$ cat config.mk
export PLATFORM = sky130hd
export DESIGN_NAME = gp_cmd_executor
export DESIGN_NICKNAME = d
export VERILOG_FILES = /design/src/rtl/gp_cmd_executor.sv
export SDC_FILE = /design/constraint.sdc
export NUM_CORES = 1
export LEC_CHECK = 0
export ABC_AREA = 1
export CAP_MARGIN = 30
export CELL_PAD_IN_SITES_DETAIL_PLACEMENT = 1
export CELL_PAD_IN_SITES_GLOBAL_PLACEMENT = 1
export CORE_MARGIN = 2
export CORE_UTILIZATION = 39
export DETAILED_ROUTE_END_ITERATION = 8
export PLACE_DENSITY_LB_ADDON = 0.1
export SETUP_SLACK_MARGIN = 0.5
export SYNTH_ARGS = -nofsm -noshare
export SYNTH_HDL_FRONTEND = slang
export SYNTH_SLANG_ARGS = --single-unit
$ cat constraint.sdc
create_clock -name clk -period 14.25 [get_ports clk]
set_input_delay 2.85 -clock clk [delete_from_list [all_inputs] [get_ports clk]]
set_output_delay 2.85 -clock clk [all_outputs]
set_load 0.05 [all_outputs]
$ cat src/rtl/gp_cmd_executor.sv
// Command executor: fetches 64-bit commands from cmd_buffer and issues WRITE / read-modify-write bus transfers.
// Optional bus-stall timeout is compiled in when GP_EXEC_TIMEOUT_EN is defined.
module gp_cmd_executor #(
   parameter int CMD_WIDTH      = 64,
   parameter int CMD_DEPTH      = 128,
   parameter int ADDR_WIDTH     = 32,
   parameter int DATA_WIDTH     = 32,
   parameter int TIMEOUT_CYCLES = 256
) (
   input  logic                  clk,
   input  logic                  rst,
   input  logic                  start,
   output logic                  cmd_rd_en,
   output logic [ADDR_WIDTH-1:0] cmd_addr,
   input  logic                  cmd_rd_valid,
   input  logic [CMD_WIDTH-1:0]  cmd_out,
   output logic                  mst_o_valid,
   output logic [ADDR_WIDTH-1:0] mst_o_addr,
   output logic [DATA_WIDTH-1:0] mst_o_wr_data,
   output logic                  mst_o_rd0_wr1,
   input  logic                  mst_i_ready,
   input  logic [DATA_WIDTH-1:0] mst_i_rd_data,
   input  logic                  mst_i_rd_valid,
   output logic                  busy,
   output logic                  done,
   output logic                  err
);

   typedef enum logic [3:0] {
      S_IDLE, S_FETCH, S_WAIT_CMD, S_DECODE, S_WR, S_RD,
      S_RD_WAIT, S_MOD_WR, S_NEXT, S_DONE
   } state_t;

   localparam logic [ADDR_WIDTH-1:0] LAST_IDX = ADDR_WIDTH'(CMD_DEPTH - 1);

   state_t                state_q, state_d;
   logic [ADDR_WIDTH-1:0] idx_q, idx_d;
   logic [CMD_WIDTH-1:0]  cmd_q, cmd_d;
   logic                  cmd_rd_en_q, cmd_rd_en_d;
   logic                  valid_q, valid_d;
   logic [ADDR_WIDTH-1:0] addr_q, addr_d;
   logic [DATA_WIDTH-1:0] wr_data_q, wr_data_d;
   logic                  rd0_wr1_q, rd0_wr1_d;
   logic                  busy_q, busy_d;
   logic                  done_q, done_d;
   logic                  err_q, err_d;

   logic [1:0]            opcode;
   logic [DATA_WIDTH-1:0] cmd_data;
   logic [ADDR_WIDTH-1:0] cmd_byte_addr;
   logic                  handshake;

   assign opcode        = cmd_q[1:0];
   assign cmd_data      = cmd_q[DATA_WIDTH+1:2];
   assign cmd_byte_addr = {cmd_q[CMD_WIDTH-1:DATA_WIDTH+2], 2'b00};
   assign handshake     = valid_q && mst_i_ready;

`ifdef GP_EXEC_TIMEOUT_EN
   localparam int STALL_W = $clog2(TIMEOUT_CYCLES + 1);
   logic [STALL_W-1:0] stall_q, stall_d;
`endif

   always_comb begin
      state_d     = state_q;
      idx_d       = idx_q;
      cmd_d       = cmd_q;
      cmd_rd_en_d = 1'b0;
      valid_d     = valid_q;
      addr_d      = addr_q;
      wr_data_d   = wr_data_q;
      rd0_wr1_d   = rd0_wr1_q;
      busy_d      = busy_q;
      done_d      = 1'b0;
      err_d       = err_q;
`ifdef GP_EXEC_TIMEOUT_EN
      stall_d     = '0;
`endif
      case (state_q)
         S_IDLE: begin
            if (start) begin
               state_d     = S_FETCH;
               idx_d       = '0;
               cmd_rd_en_d = 1'b1;
               busy_d      = 1'b1;
               err_d       = 1'b0;
            end
         end
         S_FETCH: state_d = S_WAIT_CMD;
         S_WAIT_CMD: begin
            if (cmd_rd_valid) begin
               cmd_d   = cmd_out;
               state_d = S_DECODE;
            end
         end
         S_DECODE: begin
            case (opcode)
               2'b00: begin
                  state_d   = S_WR;
                  valid_d   = 1'b1;
                  addr_d    = cmd_byte_addr;
                  wr_data_d = cmd_data;
                  rd0_wr1_d = 1'b1;
               end
               2'b01: begin
                  state_d   = S_RD;
                  valid_d   = 1'b1;
                  addr_d    = cmd_byte_addr;
                  rd0_wr1_d = 1'b0;
               end
               2'b11: begin
                  state_d = S_DONE;
                  busy_d  = 1'b0;
                  done_d  = 1'b1;
               end
               default: begin
                  state_d = S_DONE;
                  busy_d  = 1'b0;
                  done_d  = 1'b1;
                  err_d   = 1'b1;
               end
            endcase
         end
         S_WR: begin
            if (handshake) begin
               valid_d = 1'b0;
               state_d = S_NEXT;
            end
         end
         // Read data arriving with the acceptance skips RD_WAIT entirely.
         S_RD: begin
            if (handshake) begin
               valid_d = 1'b0;
               if (mst_i_rd_valid) begin
                  wr_data_d = mst_i_rd_data | cmd_data;
                  rd0_wr1_d = 1'b1;
                  state_d   = S_MOD_WR;
               end else begin
                  state_d = S_RD_WAIT;
               end
            end
         end
         S_RD_WAIT: begin
            if (mst_i_rd_valid) begin
               wr_data_d = mst_i_rd_data | cmd_data;
               rd0_wr1_d = 1'b1;
               state_d   = S_MOD_WR;
            end
         end
         S_MOD_WR: begin
            if (!valid_q) begin
               valid_d = 1'b1;
            end else if (mst_i_ready) begin
               valid_d = 1'b0;
               state_d = S_NEXT;
            end
         end
         S_NEXT: begin
            if (idx_q == LAST_IDX) begin
               state_d = S_DONE;
               busy_d  = 1'b0;
               done_d  = 1'b1;
            end else begin
               idx_d       = idx_q + 1'b1;
               cmd_rd_en_d = 1'b1;
               state_d     = S_FETCH;
            end
         end
         S_DONE:  state_d = S_IDLE;
         default: state_d = S_IDLE;
      endcase
`ifdef GP_EXEC_TIMEOUT_EN
      // The stall timeout overrides whatever the bus states decided this cycle.
      if (state_q inside {S_WR, S_RD, S_RD_WAIT, S_MOD_WR}) begin
         if (handshake) begin
            stall_d = '0;
         end else if (stall_q == STALL_W'(TIMEOUT_CYCLES - 1)) begin
            stall_d = '0;
            valid_d = 1'b0;
            err_d   = 1'b1;
            busy_d  = 1'b0;
            done_d  = 1'b1;
            state_d = S_DONE;
         end else begin
            stall_d = stall_q + 1'b1;
         end
      end
`endif
   end

   always_ff @(posedge clk or posedge rst) begin
      if (rst) begin
         state_q     <= S_IDLE;
         idx_q       <= '0;
         cmd_q       <= '0;
         cmd_rd_en_q <= 1'b0;
         valid_q     <= 1'b0;
         addr_q      <= '0;
         wr_data_q   <= '0;
         rd0_wr1_q   <= 1'b0;
         busy_q      <= 1'b0;
         done_q      <= 1'b0;
         err_q       <= 1'b0;
`ifdef GP_EXEC_TIMEOUT_EN
         stall_q     <= '0;
`endif
      end else begin
         state_q     <= state_d;
         idx_q       <= idx_d;
         cmd_q       <= cmd_d;
         cmd_rd_en_q <= cmd_rd_en_d;
         valid_q     <= valid_d;
         addr_q      <= addr_d;
         wr_data_q   <= wr_data_d;
         rd0_wr1_q   <= rd0_wr1_d;
         busy_q      <= busy_d;
         done_q      <= done_d;
         err_q       <= err_d;
`ifdef GP_EXEC_TIMEOUT_EN
         stall_q     <= stall_d;
`endif
      end
   end

   assign cmd_rd_en     = cmd_rd_en_q;
   assign cmd_addr      = idx_q;
   assign mst_o_valid   = valid_q;
   assign mst_o_addr    = addr_q;
   assign mst_o_wr_data = wr_data_q;
   assign mst_o_rd0_wr1 = rd0_wr1_q;
   assign busy          = busy_q;
   assign done          = done_q;
   assign err           = err_q;

endmodule
### Yosys cells after proc, flatten, opt, wreduce, memory -nomap -nowiden

Index checks and enable logic that the tools add are counted.

| operators by class | value |
|---|---|
| reductions and logical operators | 20 |
| bitwise logic cells | 1 |
| eq/ne operators | 26 |
| add/subtract/negate cells | 1 |
| muxes and demuxes | 40 |

Operators by type and width:

| kind | count |
|---|---|
| 2-to-1 mux 32 bit | 5 |
| one-hot mux 32 bit (3 select lines) | 1 |
| one-hot mux 32 bit (2 select lines) | 1 |
| one-hot mux 4 bit (9 select lines) | 1 |
| adder 32 x 1 -> 32 bit, second input constant | 1 |
| equality test 32 x 7 -> 1 bit, second input constant | 1 |
| 2-to-1 mux 4 bit | 8 |
| bitwise OR 32 bit | 1 |
| != test 2 bit, second input constant | 13 |
| equality test 4 x 3 -> 1 bit, second input constant | 4 |
| 2-to-1 mux 1 bit | 16 |
| AND reduction 3 bit | 5 |
| one-hot mux 1 bit (3 select lines) | 3 |
| nonzero test 3 bit | 3 |
| equality test 4 x 2 -> 1 bit, second input constant | 2 |
| one-hot mux 1 bit (2 select lines) | 4 |
| one-hot mux 4 bit (2 select lines) | 1 |
| AND reduction 7 bit | 1 |
| equality test 4 x 1 -> 1 bit, second input constant | 1 |
| equality test 4 bit, second input constant | 1 |
| zero test 4 bit | 1 |
| AND reduction 2 bit | 2 |
| AND reduction 4 bit | 1 |
| nonzero test 2 bit | 2 |
| 8 further kinds | 9 |

| word-level totals | value |
|---|---|
| flip-flop bits (word level) | 168 |
| logic and storage cells | 99 |
| input bits | 102 |
| output and inout bits | 102 |

### Longest topological paths before layout

Gate-level depths: netlist of the first run.

| depth | value |
|---|---|
| depth in word-level cells | 4 |
| mapped depth | 10 |
| gate-level depth less buffers | 10 |

### Least setup slack after synthesis of the first run

OpenSTA, ideal clock, no wires.

| timing | value |
|---|---|
| kind | input -> register |
| from | in cmd_rd_valid |
| to | reg cmd_q[10] |
| data arrival time | 3.555 ns |
| slack | 10.570 ns |
| stages on the path | 4 |
| required time | 14.125 ns |
| cell sequence | nand3_2 -> buf_4 -> buf_6 -> mux2_2 |

| on the way | value |
|---|---|
| word-level cells in the longest chain between the ends | 1 |

RTL lines:

| element | RTL line | source |
|---|---|---|
| start, declared | 15 | `input logic cmd_rd_valid,` |
| AND reduction 2 bit (no line) | - |  |
| end signal, assigned | 209 | `cmd_q <= cmd_d;` |
| end, declared | 38 | `logic [CMD_WIDTH-1:0] cmd_q, cmd_d;` |

No other way between the ends.
A chain may end at the register's enable or synchronous reset.

### Worst setup path in the final report of the first run

| timing | value |
|---|---|
| from | reg idx_q[21], in the netlist cmd_addr[21] |
| to | out cmd_addr[21] |

RTL lines:

| element | RTL line | source |
|---|---|---|
| start, declared | 37 | `logic [ADDR_WIDTH-1:0] idx_q, idx_d;` |
| start signal, assigned | 208 | `idx_q <= idx_d;` |
| end, declared | 14 | `output logic [ADDR_WIDTH-1:0] cmd_addr,` |

No word-level cell between the ends.

==> results.md, run 1 <==
- Vias per inst: 4.88
- CTS tree: built
- Share of cells above drive strength 1: 0.106
- Placed cells: 1346
- Final Setup Violations: 0
- Setup WS pre-CTS: 9230 ps
- Crit path DAT: 1830 ps
- Worst r2r src: state_q[0]
- Total CTS buffers: 17
- GRT Overall Usage: 0.214
- Yosys top cell by area: dfrtp_1
- Seq/Total Area, Yosys: 0.528
- Yosys reg bits: 168
- Starting Density: 0.395
- Count of cell types in the netlist: 32
- Min-delay worst type: flip-flop to flip-flop
- Die extent in y: 147 um
- # fillers: roughly 2400
- DR WL/cell: 16.3 um
- Final hold slack: 472 ps
- Critical R2R Capture: mst_o_wr_data[30]
- Slowest CP cell: clkdlybuf4s50_1
- CP Data Required Time: 11400 ps
- Final Skew: 9.69 ps
- Crit Path Category: flip-flop to primary output
- Setup Buffers After CTS: 0
- Critical-path cell list: clkdlybuf4s50_1
- R2R cell count: 8
- Antenna violations before repair: 0
- DRT Wirelength: 22500 um
- Row count: 52
- Setup tns final: 0 ps
- Commonest non-fill, non-tap cell in the layout: nand2_1
- Status: finished clean
- TritonRoute pass-1 iters: 4
- Relative slew slack: 0.435
- Worst-Margin Slew: about 850 ps
- Most frequent cells in the layout: 332 x nand2_1, 201 x clkdlybuf4s50_1, 168 x dfrtp_1
- PD cells: 264 nW/um2
- Yosys warning count: 0
- # resized after CTS: 0
- Final net count: 1199
- CTS clk-pin slew, worst paths: 70 ps
- CTS H-tree lvls: 4
- Hold Path End: mst_o_addr[14]
- CTS root buf: clkbuf_16
- Max Cap Violations: 0
- CTS Hold Buffers Added: 0
- Util after Layout: 0.536
- Final ANT Viol Nets: 0
- Core area: 20200 um2
- Worst VDD drop: 118 uV
- Final Non-Filler Cells: 1380
- Worst Setup End Kind: primary output
- Largest net degree at the start of global routing: 101
- Leak pwr: between 5 and 6 nW
- Period minus WS final: ~4700 ps
- Crit Path Max Fanout: 7
- Top post-synthesis cells by area: dfrtp_1 53%, nand2_1 16%, mux2_2 8.6%
- Clk buf depth: 2
- Die area: 21600 um2
- Startpoint Class: flip-flop
- Clk Latency, worst-skew pair: 430 ps
- Hold Path Stages: 2
- DR iter-0 viols: 251
- Final Hold Violating Endpoints: 0
- Final Max Slew Viols: 0
- DRC Markers: 0
- Avg Inst Size Synth: about 8.8 um2
- Via count: 6735
- Worst R2R Setup Slack: 11740 ps
- Mapped Cells: 904
- Clock Sinks: 168
- Buf/Inv on CP: 1
- Multi-input logic area: 3330 um2
- Highest cell delay on the worst timing path: roughly 900 ps
- Gr ovfl total: 0
- Unrepaired setup endpoints after global routing: no
- Setup WS post-layout: 9570 ps
- Area delta synth->final: 35.8%
- Die width: 147 um
- Final HPWL from detailed placement: between 15000 and 20000 um
- GP Congestion: 0.810
- Crit path max-delay family: buffers and inverters
- First-pass GRT wire length: 36900 um
- Share of the synthesized area in the top cell type: 0.528
- Final Cycle Share: 0.328
- FF+latch area: 4200 um2
- Synth Cell Area: 7960 um2
- PortBufs: 201
- Min-delay src: mst_o_addr[14]
- I/O pin count: 204
- Fmax: 214 MHz
- Vias in the first global route: 7191
## through the flow
stage / power, W / instance area, um2
after detailed placement: 0.00237 / 10100
after floorplan: 0.00189 / 7970
after CTS: 0.00289 / 10800
final: 0.00285 / 10800
after global placement: 0.00232 / 10100
after global routing: 0.00304 / 10800
## worst max path at each step
stage,end,cells past startpoint,slack (ps),start
5_1_grt,cmd_addr[15],1,9520,cmd_addr[15]
6_report,cmd_addr[21],1,9570,cmd_addr[21]
3_5_place_dp,cmd_q[60],3,9230,rst
2_1_floorplan,busy,1,6850,rst
4_1_cts,cmd_addr[15],1,9550,cmd_addr[15]
3_3_place_gp,cmd_q[60],3,9240,rst
## report_power, final
group,switching [W],internal (W)
combinational,0.000941,0.000510
clock,0.000206,0.000299
sequential,0.000184,0.000713
## layout make-up
type / count / area share
Clock buffer: 19 / 0.0400
Tap cell: 270 / 0.0312
Multi-Input combinational cell: 648 / 0.308
Sequential cell: 168 / 0.389
Inverter: 53 / 0.0189
Timing Repair Buffer: 208 / 0.194
Clock inverter: 13 / 0.0192
Antenna cell: 1 / 0.000231
## state kept, by name, summed over array words and instances, names as in the netlist
name,flops
cmd_q,64
cmd_addr,32
mst_o_wr_data,32
mst_o_addr,30
state_q,4
busy,1
cmd_rd_en,1
done,1
err,1
mst_o_rd0_wr1,1
mst_o_valid,1
## layer usage
layer,up-vias,track usage,share of wire
li1,3278,-,-
met4,0,0.0630,0.016
met2,147,0.363,0.48
met3,25,0.0531,0.053
met5,-,0,0
met1,3285,0.273,0.45
## cell usage after synthesis, drive strengths merged
cell / instances
a21o: 30
a21oi: 4
buf: 33
clkbuf: 3
conb: 1
dfrtp: 168
ha: 1
inv: 53
mux2: 61
nand2: 336
nand3: 75
nand3b: 1
nand4: 3
nor2: 74
nor3: 2
o211ai: 1
o21a: 1
o21ai: 46
or2: 1
xnor2: 1
xor2: 9
## tightest hold or removal path, delay by kind of cell, from the launching register on
family | cells | cell delay, ps
AND/OR/NAND/NOR | 2 | 100
flip-flops | 1 | 340
## logic make-up after synthesis
kind of cell / count (synthesis) / share of synthesized area
AOI/OAI and AO/OA: 82 / 0.0621
xor gates and xnor gates: 10 / 0.0110
muxes: 61 / 0.0863
other: 1 / 0.000471
adders and majority gates: 1 / 0.00157
buffers and inverters: 89 / 0.0555
DFF: 168 / 0.528
and+or+nand+nor: 492 / 0.255
Note: power is estimated with default switching activity, not from simulation.
==> run 2, diff against run 1 <==
Settings changed: CORE_UTILIZATION 39 to 37.
Clock period 14.25 ns to 4.5 ns, I/O delays scaled along.
==> run 2 against run 1 <==
Against the previous run: die area increased by 5.3%; largest power group unchanged; critical path type unchanged; largest cell class unchanged; sequential power increased to 3.2 times the previous value; sequential share of layout area increased by 0.054 points; register-to-register slack worse by 9700 ps; wire length up 3.1%; clock skew grew 5.9 ps; clock-buffer cell count down 1; via count is 0.13% lower; worst setup slack worse by 7800 ps.
==> results.md, run 2 (synthesis results as in run 1) <==
- Die width: 151 um
- Commonest non-fill, non-tap cell in the layout: nand2_1
- Unrepaired setup endpoints after global routing: no
- Antenna violations before repair: 1
- Vias per inst: 4.86
- CTS Hold Buffers Added: 0
- PD cells: 832 nW/um2
- CP Data Required Time: 3600 ps
- PortBufs: about 200
- NetSw: 0.00422 W
- Startpoint Class: flip-flop
- Final Max Slew Viols: 0
- DR iter-0 viols: 284
- Antenna diode count: 0
- Period minus WS final: 2710 ps
- Die area: 22700 um2
- Final Setup Violations: 0
- Critical-path cell list: clkdlybuf4s50_1
- Buf/Inv on CP: 1
- Final Cycle Share: 0.603
- Max Cap Violations: 0
- Core area: 21100 um2
- CTS H-tree lvls: 4
- Status: finished clean
- First-pass GRT wire length: between 30000 and 40000 um
- Comb power frac: 0.511
- Via count: 6726
- Crit Path Max Fanout: 7
- Final HPWL from detailed placement: 16100 um
- Flop pwr share: 0.316
- Worst VDD drop: 392 uV
- Clk pwr share: 0.172
- GP Congestion: 0.807
- Worst Setup End Kind: primary output
- CTS clk-pin slew, worst paths: 70 ps
- Max reg flops: 64
- Setup tns final: 0 ps
- Final ANT Viol Nets: 0
- Fmax: 368 MHz
- I/O pin count: 204
- Crit Path Category: flip-flop to primary output
- Starting Density: 0.378
- Most frequent cells in the layout: 332 x nand2_1, 201 x clkdlybuf4s50_1, 168 x dfrtp_1
- Crit path DAT: 1810 ps
- Area delta synth->final: 35.6%
- Largest Register: cmd_q
- Min-delay worst type: flip-flop to flip-flop
- CTS root buf: clkbuf_16
- DR WL/cell: 16.7 um
- Gr ovfl total: 0
- Leak pwr: 5.14 nW
- Clock Sinks: between 150 and 200
- Largest net degree at the start of global routing: 169
- Total CTS buffers: 17
- DRT Wirelength: about 23000 um
- Net Sw Frac: 0.470
- Relative slew slack: 0.387
- Final Hold Violating Endpoints: 0
- Setup Buffers After CTS: 0
- TritonRoute pass-1 iters: 4
- Row count: 53
- # resized after CTS: 0
- Setup WS pre-CTS: approximately 1500 ps
- CTS tree: built
- Clk buf depth: 2
- Worst-Margin Slew: between 900 and 1000 ps
- Vias in the first global route: 6991
- Crit path max-delay family: buffers and inverters
- Final net count: 1200
- Final Skew: about 16 ps
- GRT Overall Usage: 0.210
- Clk Latency, worst-skew pair: between 400 and 500 ps
- Die extent in y: around 150 um
- Highest cell delay on the worst timing path: 900 ps
- Int Pwr: 0.00477 W
- Slowest CP cell: clkdlybuf4s50_1
- Tot Pwr: about 0.0090 W
- DRC Markers: 0
- Setup WS post-layout: 1790 ps
- Share of cells above drive strength 1: 0.107
## run 2: cell types whose count changed in the layout (fill, tap and decap cells not counted), sizes merged
cell and change:
bufinv -1, clkbuf -1, buf +1, inv -1, diode -1, clkinv +1, clkinvlp +1
## run 2: final cells by class
cell class | count | area [um2]
clock buffers | 18 | 429
multi-input cells | 648 | 3330
well taps | 275 | 344
inverters | 53 | 203
repair buffers | 209 | 2100
clock inverters | 13 | 186
flip-flops and latches | 168 | 4200
fillers | 2467 | 10300
## run 2: power groups by stage
stage	clock network (W)	registers, W	logic (W)
global route	0.00165	0.00295	0.00499
detailed placement	0	0.00286	0.00464
global placement	0	0.00284	0.00453
floorplan	0	0.00415	0.00185
finish	0.00155	0.00284	0.00460
CTS	0.00159	0.00285	0.00467
## run 2: metal layers
layer  share of wire  wire [um]  global-route usage  up-vias
li1                -          -                   -     3275
met1            0.44      10300               0.274     3290
met2            0.49      11400               0.349      145
met3           0.054       1260              0.0597       16
met4           0.011        251              0.0467        0
met5               0          0                   0        -
## run 2: stage by stage
step | utilization | hold WS (ps) | instance area [um2] | std cells
4_1_cts | 0.512 | 477 | 10800 | 1384
5_1_grt | 0.512 | 500 | 10800 | 1384
2_1_floorplan | - | 444 | 7970 | 905
3_3_place_gp | 0.482 | 453 | 10200 | 1352
6_report | 0.512 | 472 | 10800 | 1384
3_5_place_dp | 0.483 | 459 | 10200 | 1353
## run 2: final timing paths
path | startpoint | endpoint | slack (ps) | cells after the start
max | cmd_addr[21] | cmd_addr[21] | 1790 | 1
min | cmd_q[56] | mst_o_addr[24] | 470 | 2
max reg2reg | state_q[2] | mst_o_rd0_wr1 | 2010 | 11
min reg2reg | cmd_q[56] | mst_o_addr[24] | 470 | 2
max in group asynchronous | rst | done | 2730 | 3
min in group asynchronous | rst | cmd_q[56] | 1090 | 3
==> run 3, diff against run 2 <==
Clock period 4.5 ns to 2.76 ns, I/O delays scaled along.
==> run 3 against run 2 <==
Against the previous run: critical path depth unchanged; non-clock buffer count increased by 5; worst setup slack got worse by 1200 ps; cell area about the same; sequential share of layout area about the same; core utilization about the same; combinational power increased by 61%; largest power group unchanged; critical path type unchanged; wire length decreased by 0.86%.
==> results.md, run 3 (synthesis results as in run 1) <==
- CTS tree: built
- Routed wl met2: 11200 um
- Fmax: 454 MHz
- Setup tns final: 0 ps
- Crit Path Category: flip-flop to primary output
- Leak pwr: ~5.3 nW
- Final Max Slew Viols: 0
- Commonest non-fill, non-tap cell in the layout: nand2_1
- Antenna diode count: 0
- DRT Wirelength: around 23000 um
- Vias in the first global route: 7135
- I/O pin count: slightly above 200
- Final Skew: roughly 17 ps
- Via count: around 6800
- Final Setup Violations: 0
- Clock Sinks: 168
- Vias per inst: 4.88
- CP Data Required Time: roughly 2200 ps
- Max reg flops: 64
- Clk pwr share: 0.169
- Total CTS buffers: 17
- Met1 WL: 10100 um
- Int Pwr: 0.00751 W
- Most frequent cells in the layout: 332 x nand2_1, 169 x clkdlybuf4s50_1, 168 x dfrtp_1
- Highest cell delay on the worst timing path: 820 ps
- Crit path max-delay family: buffers and inverters
- DRC Markers: 0
- CTS H-tree lvls: 4
- Top sig layer: met4
- Die area: 22700 um2
- Routed met3 length: ~1500 um
- Min-delay worst type: flip-flop to flip-flop
- Max Cap Violations: 0
- Largest net degree at the start of global routing: 110
- Final hold slack: approximately 470 ps
- Worst VDD drop: 579 uV
- Unrepaired setup endpoints after global routing: yes
- Clk buf depth: 2
- Final ANT Viol Nets: 0
- Clk Latency, worst-skew pair: 430 ps
- CTS Hold Buffers Added: 0
- NetSw: 0.00692 W
- Starting Density: 0.378
- Share of cells above drive strength 1: 0.113
- Die width: 151 um
- TritonRoute pass-1 iters: 5
- GP Congestion: 0.872
- DR iter-0 viols: around 230
- Startpoint Class: flip-flop
- Final Cycle Share: 0.798
- Net Sw Frac: 0.480
- Buf/Inv on CP: 1
- Flop pwr share: 0.319
- Period minus WS final: 2200 ps
- Status: finished clean
- Setup Buffers After CTS: 0
- PD cells: 1340 nW/um2
- CTS clk-pin slew, worst paths: 80 ps
- Die extent in y: 151 um
- Gr ovfl total: 0
- # resized after CTS: 30
- Comb power frac: 0.512
- Final Hold Violating Endpoints: 0
- Core area: 21100 um2
- First-pass GRT wire length: roughly 37000 um
- Row count: 53
- Critical-path cell list: clkdlybuf4s50_1
- CTS root buf: clkbuf_16
- DR WL/cell: 16.5 um
- Crit Path Max Fanout: 4
- Crit path DAT: 1650 ps
- Final Non-Filler Cells: 1390
- Largest Register: cmd_q
- Worst Setup End Kind: primary output
- Placed cells: 1358
- Area delta synth->final: 35.6%
- Setup WS post-layout: ~560 ps
- Relative slew slack: 0.560
- Util after Layout: 0.512
- GRT Overall Usage: 0.211
- PortBufs: roughly 200
- Worst-Margin Slew: 659 ps
- Final HPWL from detailed placement: 16200 um
- Final net count: 1205
- Slowest CP cell: clkdlybuf4s50_1
- Antenna violations before repair: 0
- # fillers: 2503
- Setup WS pre-CTS: 579 ps
run 3: stage by stage:
| stage | power, W | instance area (um2) |
|---|---|---|
| 3_3_place_gp | 0.0121 | 10200 |
| 2_1_floorplan | 0.00978 | 7970 |
| 6_report | 0.0144 | 10800 |
| 4_1_cts | 0.0147 | 10800 |
| 5_1_grt | 0.0155 | 10800 |
| 3_5_place_dp | 0.0123 | 10200 |
run 3: power groups by stage:
| stage | Sequential (W) | Combinational (W) | Clock, W |
|---|---|---|---|
| after floorplan | 0.00677 | 0.00301 | 0 |
| after global placement | 0.00463 | 0.00748 | 0 |
| after detailed placement | 0.00467 | 0.00763 | 0 |
| after CTS | 0.00463 | 0.00750 | 0.00252 |
| after global routing | 0.00479 | 0.00808 | 0.00261 |
| final | 0.00461 | 0.00740 | 0.00243 |
run 3: path summary, 6_finish.rpt:
| path | start | end | slack (ps) | cells past startpoint |
|---|---|---|---|---|
| max in group asynchronous | rst | cmd_addr[9] | 1570 | 3 |
| worst min register to register | mst_o_addr[20] | mst_o_addr[20] | 470 | 2 |
| min in group asynchronous | rst | cmd_q[60] | 580 | 3 |
| worst max register to register | cmd_addr[0] | cmd_addr[26] | 690 | 10 |
| worst max-delay path | cmd_addr[1] | cmd_addr[1] | 560 | 1 |
| worst min-delay path | mst_o_addr[20] | mst_o_addr[20] | 470 | 2 |
run 3: routing by layer:
metal	up-vias	GRT usage
li1	3293	-
met1	3307	0.273
met2	160	0.348
met3	20	0.0597
met4	0	0.0542
met5	-	0
run 3: worst register-to-register path, cell delays in order (launching register included):
cell     delay (ps)
dfrtp_1         420
ha_1            190
nand2_1         100
nor2_4          230
nand3_1         120
nor2_2          190
nand2_1         120
nand2_4         160
buf_4           250
nand3_1         110
nand2_1          90
run 3: area by class of cell:
cell class | count | area (um2) | area share
timing repair buffer | 214 | 2110 | 0.196
multi-input combinational | 648 | 3340 | 0.309
tap | 275 | 344 | 0.0319
inverter | 53 | 203 | 0.0188
sequential | 168 | 4200 | 0.389
clock inverter | 13 | 153 | 0.0141
clock buffer | 19 | 443 | 0.0410
==> patch: new RTL, flow settings as in run 2 <==
Re-encode `state_t` (10 states) as Gray code, 4 bits wide.
--- a/src/rtl/gp_cmd_executor.sv
+++ b/src/rtl/gp_cmd_executor.sv
@@ -27,8 +27,8 @@
 );
 
    typedef enum logic [3:0] {
-      S_IDLE, S_FETCH, S_WAIT_CMD, S_DECODE, S_WR, S_RD,
-      S_RD_WAIT, S_MOD_WR, S_NEXT, S_DONE
+      S_IDLE = 4'b0000, S_FETCH = 4'b0001, S_WAIT_CMD = 4'b0011, S_DECODE = 4'b0010, S_WR = 4'b0110, S_RD = 4'b0111,
+      S_RD_WAIT = 4'b0101, S_MOD_WR = 4'b0100, S_NEXT = 4'b1100, S_DONE = 4'b1101
    } state_t;
 
    localparam logic [ADDR_WIDTH-1:0] LAST_IDX = ADDR_WIDTH'(CMD_DEPTH - 1);
Check against the original RTL: same outputs for any inputs over 10 cycles, from zero or initial values and one cycle with rst high; not proved beyond that.
==> patch against run 2 <==
Final area grew 0.91%. Wire length grew 0.65%. Power shrank 24%. Sequential power shrank 15%. Setup slack lost 14 ps. Sequential cell count is the same. Area after synthesis grew 0.66%. Critical path type is now flip-flop to flip-flop. Highest routed layer unchanged.
==> patch: results (changes against run 2) <==
metric,value,unit,change
Leakage,5.22,nW,+1.7%
antenna violations before repair,0,,-1
Worst slew margin,44.4,%,+5.7 points
P_comb,0.00285,W,-38%
outcome,"finished, final reports clean",,
WL final,23300,µm,+0.65%
gpl congestion,0.820,,+1.5%
Psw,0.00283,W,-33%
"CP delay by family, top",simple AND/OR/NAND/NOR gates,,
layout cells sized above 1,10.7,%,-0.013 points
DR iter-0 viols,235,,-17%
first-pass GRT wire length,38100,µm,+3.5%
Syn Area/Cell,8.41,µm²,-4.5%
clock share of power,23.4,%,+6.2 points
WL per Instance,16.3,µm,-2.7%
DP Area,10300,µm²,+0.71%
Peak supply drop,363,µV,-7.3%
CP max stage delay,610,ps,-290 ps
critical path data arrival time,3090,ps,+1280 ps
placed instance count,1401,,+3.5%
DP HPWL,16400,µm,+2.1%
GRT Resource Usage Total,21.4,%,+0.37 points
critical path's slowest cell,nor2_4,,
Nets,1248,,+4.0%
Critical Path Fanout Max,36,,+29
via count,6977,,+3.7%
vias in the first global route,7401,,+5.9%
largest net degree at the start of global routing,138,,-18%
clk_skew,9.81,ps,-5.74 ps
==> patch: cell count changes in the layout (fill, tap and decap cells not counted), sizes merged, moves of 2 or more <==
cell | run 2 | this run
nor2 | 74 | 114
inv | 57 | 92
nand2 | 336 | 303
o21ai | 46 | 78
a21o | 30 | 0
nand3 | 75 | 84
xor2 | 9 | 3
clkinv | 4 | 2
or2 | 1 | 3
==> patch: worst paths after layout <==
kind                       cells past startpoint  slack [ps]                 to       start
min                                            2         470      mst_o_addr[8]   cmd_q[40]
min in group asynchronous                      3         980     mst_o_addr[12]         rst
max in group asynchronous                      3        2810   mst_o_wr_data[0]         rst
min reg2reg                                    2         470      mst_o_addr[8]   cmd_q[40]
max reg2reg                                   10        1770  mst_o_wr_data[11]  state_q[2]
max                                           10        1770  mst_o_wr_data[11]  state_q[2]
==> patch: cells by family after synthesis <==
group                    Yosys count  share of synthesized area, %
AO/OA/AOI/OAI                     85                          5.54
buffers and inverters            124                          6.88
AND/OR/NAND/NOR                  510                          26.0
adder cells (fa/ha/maj)            1                         0.156
multiplexers                      61                          8.57
other                              1                        0.0468
flip-flops                       168                          52.4
XOR/XNOR                           3                         0.328
==> patch: metal layers <==
layer | routed length [µm] | track usage (%) | vias to the layer above
met5 | 0 | 0 | -
met4 | 376 | 5.33 | 0
met3 | 1390 | 5.87 | 21
met2 | 11200 | 35.7 | 152
met1 | 10400 | 27.6 | 3408
li1 | - | - | 3396
==> patch: area by class of cell <==
type / instances / area (µm²)
inverters: 87 / 330
multi-input cells: 662 / 3280
well taps: 275 / 344
repair buffers: 209 / 2100
fillers: 2489 / 10300
clock inverters: 14 / 216
flip-flops and latches: 168 / 4200
clock buffers: 17 / 425
